### config.mk
export PLATFORM = sky130hd
export DESIGN_NAME = cios_final_sub
export DESIGN_NICKNAME = d
export VERILOG_FILES = /design/src/rtl/cios_final_sub.sv
export SDC_FILE = /design/constraint.sdc
export NUM_CORES = 1
export LEC_CHECK = 0
export BUFFER_PORTS_ARGS = -buffer_cell sky130_fd_sc_hd__buf_2
export CAP_MARGIN = 20
export CORE_MARGIN = 2
export CORE_UTILIZATION = 50
export CTS_CLUSTER_DIAMETER = 40
export CTS_CLUSTER_SIZE = 14
export DETAILED_ROUTE_END_ITERATION = 8
export PLACE_DENSITY = 0.67
export SYNTH_ARGS = -nofsm -noshare
export SYNTH_HDL_FRONTEND = slang
export SYNTH_SLANG_ARGS = --single-unit
export TNS_END_PERCENT = 30
### constraint.sdc
create_clock -name clk -period 4.5 [get_ports clk]
set_input_delay 0.9 -clock clk [delete_from_list [all_inputs] [get_ports clk]]
set_output_delay 0.9 -clock clk [all_outputs]
set_load 0.005 [all_outputs]
### src/rtl/cios_final_sub.sv
// Conditional final subtraction for the CIOS Montgomery multiplier. It streams t and N in,
// computes t - N with a word borrow chain, then streams t mod N out, least significant word first.
`timescale 1ns/1ps
module cios_final_sub #(
    parameter int width = 32,
    parameter int words = 4
) (
    input  logic             clk,
    input  logic             rst,
    input  logic             en,
    input  logic             TTop,
    input  logic             inValid,
    output logic             inReady,
    input  logic [width-1:0] TIn,
    input  logic [width-1:0] NIn,
    output logic             outValid,
    input  logic             outReady,
    output logic [width-1:0] ROut,
    output logic             busy,
    output logic             done
);

    localparam int cw = (words > 1) ? $clog2(words) : 1;
    localparam logic [cw-1:0] last = cw'(words - 1);

    typedef enum logic [2:0] {IDLE, LOAD, DECIDE, EMIT, DONE} state_t;

    state_t           state;
    logic [cw-1:0]    cnt;
    logic [cw-1:0]    cnt_inc;
    logic             borrow;
    logic             ttop_q;
    logic             sel;
    logic             sel_next;
    logic             load_xfer;
    logic [width:0]   diff;
    logic [width-1:0] tbuf [words];
    logic [width-1:0] dbuf [words];

    // The top bit of the (width+1)-bit difference is the borrow into the next word.
    assign diff      = {1'b0, TIn} - {1'b0, NIn} - {{width{1'b0}}, borrow};
    assign load_xfer = (state == LOAD) && inValid && inReady;
    assign sel_next  = ttop_q | ~borrow;
    assign cnt_inc   = cnt + cw'(1);

    // NOTE: the word buffers carry no reset; every entry is written during LOAD before it is read.
    always_ff @(posedge clk) begin
        if (load_xfer) begin
            tbuf[cnt] <= TIn;
            dbuf[cnt] <= diff[width-1:0];
        end
    end

    always_ff @(posedge clk) begin
        if (rst) begin
            state    <= IDLE;
            inReady  <= 1'b0;
            outValid <= 1'b0;
            busy     <= 1'b0;
            done     <= 1'b0;
            ROut     <= '0;
            cnt      <= '0;
            borrow   <= 1'b0;
            ttop_q   <= 1'b0;
            sel      <= 1'b0;
        end else begin
            case (state)
                IDLE: begin
                    if (en) begin
                        ttop_q  <= TTop;
                        borrow  <= 1'b0;
                        cnt     <= '0;
                        inReady <= 1'b1;
                        busy    <= 1'b1;
                        state   <= LOAD;
                    end
                end
                LOAD: begin
                    if (load_xfer) begin
                        borrow <= diff[width];
                        cnt    <= cnt_inc;
                        if (cnt == last) begin
                            inReady <= 1'b0;
                            state   <= DECIDE;
                        end
                    end
                end
                DECIDE: begin
                    // Subtract when t >= N, or when t overflowed into t[s] (final borrow is then moot).
                    sel      <= sel_next;
                    cnt      <= '0;
                    outValid <= 1'b1;
                    ROut     <= sel_next ? dbuf[0] : tbuf[0];
                    state    <= EMIT;
                end
                EMIT: begin
                    if (outReady) begin
                        if (cnt == last) begin
                            outValid <= 1'b0;
                            done     <= 1'b1;
                            state    <= DONE;
                        end else begin
                            cnt  <= cnt_inc;
                            ROut <= sel ? dbuf[cnt_inc] : tbuf[cnt_inc];
                        end
                    end
                end
                DONE: begin
                    done  <= 1'b0;
                    busy  <= 1'b0;
                    state <= IDLE;
                end
                default: state <= IDLE;
            endcase
        end
    end

endmodule

==> flow_summary.toml <==
[sta]
min_period_ns = 3.45
tns_ns = 0
slew_viol_final = 0
grt_setup_unrepaired = "no"
clock_skew_ns = 0.0130
fmax_mhz = 290
finalWorstSetupSlack_ns = 1.05
max_slew_margin_pct = 29.3
tightestPinTransition_ns = 1.06
hold_viol_final = 0
setup_violations = 0
post-route-period-util_pct = 76.6

[flow_run]
maxCapViolations = 0

[synthesis]
synth-seq-cells = 300
synth_cells = 1044
async_flop_share_pct = 0
synth.top_cell.area_share_pct = 53.4
yosys-top-cells-area = "edfxtp_1 53%, mux4_2 10%, dfxtp_1 6.1%"
synth_edf_count = 256
synth-seq-area-share_pct = 59.5
syn-mean-instance-area_sq_um = 13.8
synth_largest_area_cell = "edfxtp_1"
syn_area_sq_mm = 0.0144
ys_warn_count = 0
synthFlopType = "edfxtp_1"
synth_nets = 1182
post_synth_num_cell_types = 54

[clock_tree]
ctsResizeCount = 0
cts_hold_buf = 0
htree_levels = 2
cts_tree = "built"
cts_setup_buffers = 0
cts.sinks = 300
worst_skew_pair.late_latency_ns = 0.54
clk_pin_slew_ns = 0.06
clockBufferDepth = 3
numCtsBuffers = 41
root_buffer = "clkbuf_16"

[worst_setup_path]
path_cells = "buf_2 -> inv_1 -> fa_1 -> inv_1 -> fa_1 -> a21boi_1 -> o221a_4 -> a221oi_4 -> a31o_2 -> o21a_4 -> nor2_2 -> nor4_1 -> nor3_1"
critPathMaxFanout = 6
endpoint_kind = "flop"
required_ns = 4.80
slowest_delay_ns = 0.40
startpoint_type = "primary input"
critPathKind = "in2reg"
critical_path.slowest_cell = "fa_1"
critPathBufInv = 3
crit_arrival_ns = 3.75
crit_family = "compound AO/OA/AOI/OAI gates"

[pwr]
leakage_nw = 6.42
pwr-share-comb_pct = 13.9
power.share.clock_pct = 43.4
max-vdd-ir-drop_v = 0.000278
seq_power_share_pct = 42.7
p_sw_mw = 1.97
powerDensity_mw_per_mm2 = 448
switching_share_pct = 26.1
power.internal_mw = 5.57

[route]
drt.antenna.violating_nets = 0
drc = 0
wl_mm = 31.0
dr.pass1.iters = 5
vias = 8867
drt_iter0_drc = 665
via_per_inst = 5.64
detail_route.wl_per_cell_um = 19.8

[global_routing]
grt_util_met1_pct = 28.5
grt_pass1_wl_mm = 49.2
overflow = 0
antenna_found_initial = 2
globalRouteTotalUtil_pct = 21.0
met2_usage_pct = 35.4
busiest_layer = "met2"
grt_pass1_vias = 8901
grt_max_degree = 66
met3_usage_pct = 3.36

[floorplan]
core-area_sq_mm = 0.0285
start_util_pct = 50.4
rows = 62
io_pins = 106
die-area_sq_mm = 0.0302
fp.dieW_um = 174
die_y_um = 174

[placement]
port_buffers = 105
gp_congestion = 0.820
hpwlAfterDp_mm = 20.0
dp_slack_ns = 0.546

[finish]
design.final.nets = 1291
fill_cells = 2276
syn2layout_area_growth_pct = 16.8
multi_input_area_sq_mm = 0.00523
post_route_cells_drive_above_1_share_pct = 23.3
seq_area_sq_mm = 0.00857

[worst_hold_path]
hold_path.class = "reg2reg"

[status]
outcome = "finished clean"
## logic make-up (layout without fill, tap and decap cells)
family	count (synthesis)	after routing	share of synthesized area [%]
AOI/OAI and AO/OA	213	213	9.97
and+or+nand+nor	176	176	6.11
DFF	300	300	59.5
xor gates and xnor gates	30	30	1.83
other	0	1	0
muxes	97	97	12.3
buffers and inverters	160	302	4.24
adders and majority gates	68	68	6.02
## sequential cells by signal (all words and copies together) (netlist names)
signal	count
borrow	1
state	3
cnt	2
ttop_q	1
outValid	1
ROut	32
done	1
dbuf	128
inReady	1
sel	1
tbuf	128
busy	1
## tightest hold or removal path, delay by kind of cell (launching register included)
kind | cells | cell delay [ns]
AND/OR/NAND/NOR | 1 | 0.05
AO/OA/AOI/OAI | 1 | 0.05
flip-flops | 1 | 0.31
## cell type report
class	count	share of cell area, %
Multi-Input combinational cell	584	31.1
Clock inverter	33	2.37
Tap cell	384	2.86
Antenna cell	1	0.0149
Inverter	105	2.34
Timing Repair Buffer	121	4.21
Sequential cell	300	51.0
Clock buffer	43	6.15
## synth_stat cells (5+ instances only)
cell and instances:
a31oi_1 8, nand2_1 32, inv_1 105, nor3_1 8, edfxtp_1 256, mux2i_1 33, and3_1 5, a21oi_1 72
xnor2_1 22, ha_1 66, buf_1 5, o21ai_0 17, xor2_1 8, a211oi_1 69, nand2b_1 5, mux4_2 64
nor2b_1 39, buf_2 8, a21o_1 12, nand3_1 10, clkbuf_1 42, dfxtp_1 44, nor2_1 55, and2_1 9
## power by group through the flow
| stage | combinational, mW | clock [mW] | sequential, mW |
|---|---|---|---|
| after floorplan | 0.765 | 0 | 3.25 |
| after global placement | 1.03 | 0 | 3.28 |
| after detailed placement | 1.05 | 0 | 3.28 |
| after CTS | 1.06 | 3.33 | 3.22 |
| after global routing | 1.17 | 3.45 | 3.23 |
| final | 1.05 | 3.27 | 3.22 |
## routing by layer
metal	routed length (um)	share of wire (%)
met4	699	2.3
met5	13	0.042
met1	13700	44
met2	15000	48
met3	1570	5.1
## stage by stage
stage               utilization [%]  cells  hold WS (ns)  instance area [sq um]  power, mW
finish                         58.9   1571         0.459                  16800       7.54
detailed placement             53.9   1494         0.447                  15400       4.33
floorplan                         -   1044         0.431                  14400       4.02
global route                   58.9   1571         0.477                  16800       7.85
CTS                            58.9   1570         0.456                  16800       7.61
global placement               53.9   1494         0.437                  15400       4.31
## cell usage in the layout, fill, tap and decap left out, types with 3 or more instances in the layout
| cell type | instances |
|---|---|
| a211o_1 | 4 |
| a211oi_1 | 69 |
| a21o_1 | 12 |
| a21oi_1 | 72 |
| a31oi_1 | 8 |
| and2_1 | 5 |
| and2_2 | 4 |
| and3_1 | 5 |
| buf_12 | 5 |
| buf_2 | 105 |
| buf_4 | 11 |
| bufinv_16 | 4 |
| clkbuf_16 | 41 |
| clkinv_2 | 8 |
| clkinv_4 | 6 |
| clkinv_8 | 3 |
| clkinvlp_4 | 3 |
| dfxtp_1 | 42 |
| edfxtp_1 | 256 |
| ha_1 | 65 |
| inv_1 | 105 |
| inv_6 | 3 |
| inv_8 | 3 |
| mux2i_1 | 33 |
| mux4_2 | 64 |
| nand2_1 | 31 |
| nand2b_1 | 4 |
| nand3_1 | 10 |
| nor2_1 | 55 |
| nor2b_1 | 39 |
| nor3_1 | 8 |
| nor4_1 | 3 |
| o21a_1 | 4 |
| o21ai_0 | 17 |
| o21bai_1 | 4 |
| o31ai_1 | 4 |
| xnor2_1 | 22 |
| xor2_1 | 8 |
## path summary, 6_finish.rpt
kind / start / to / slack, ns / cells past startpoint
max: NIn[0] / dbuf[0][26]$_DFFE_PP_ / 1.05 / 13
min: ttop_q$_SDFFE_PP0P_ / ttop_q$_SDFFE_PP0P_ / 0.46 / 2
max reg2reg: borrow$_SDFFE_PP0P_ / dbuf[2][29]$_DFFE_PP_ / 1.19 / 11
min reg2reg: ttop_q$_SDFFE_PP0P_ / ttop_q$_SDFFE_PP0P_ / 0.46 / 2
Note: power is estimated with default switching activity, not from simulation.
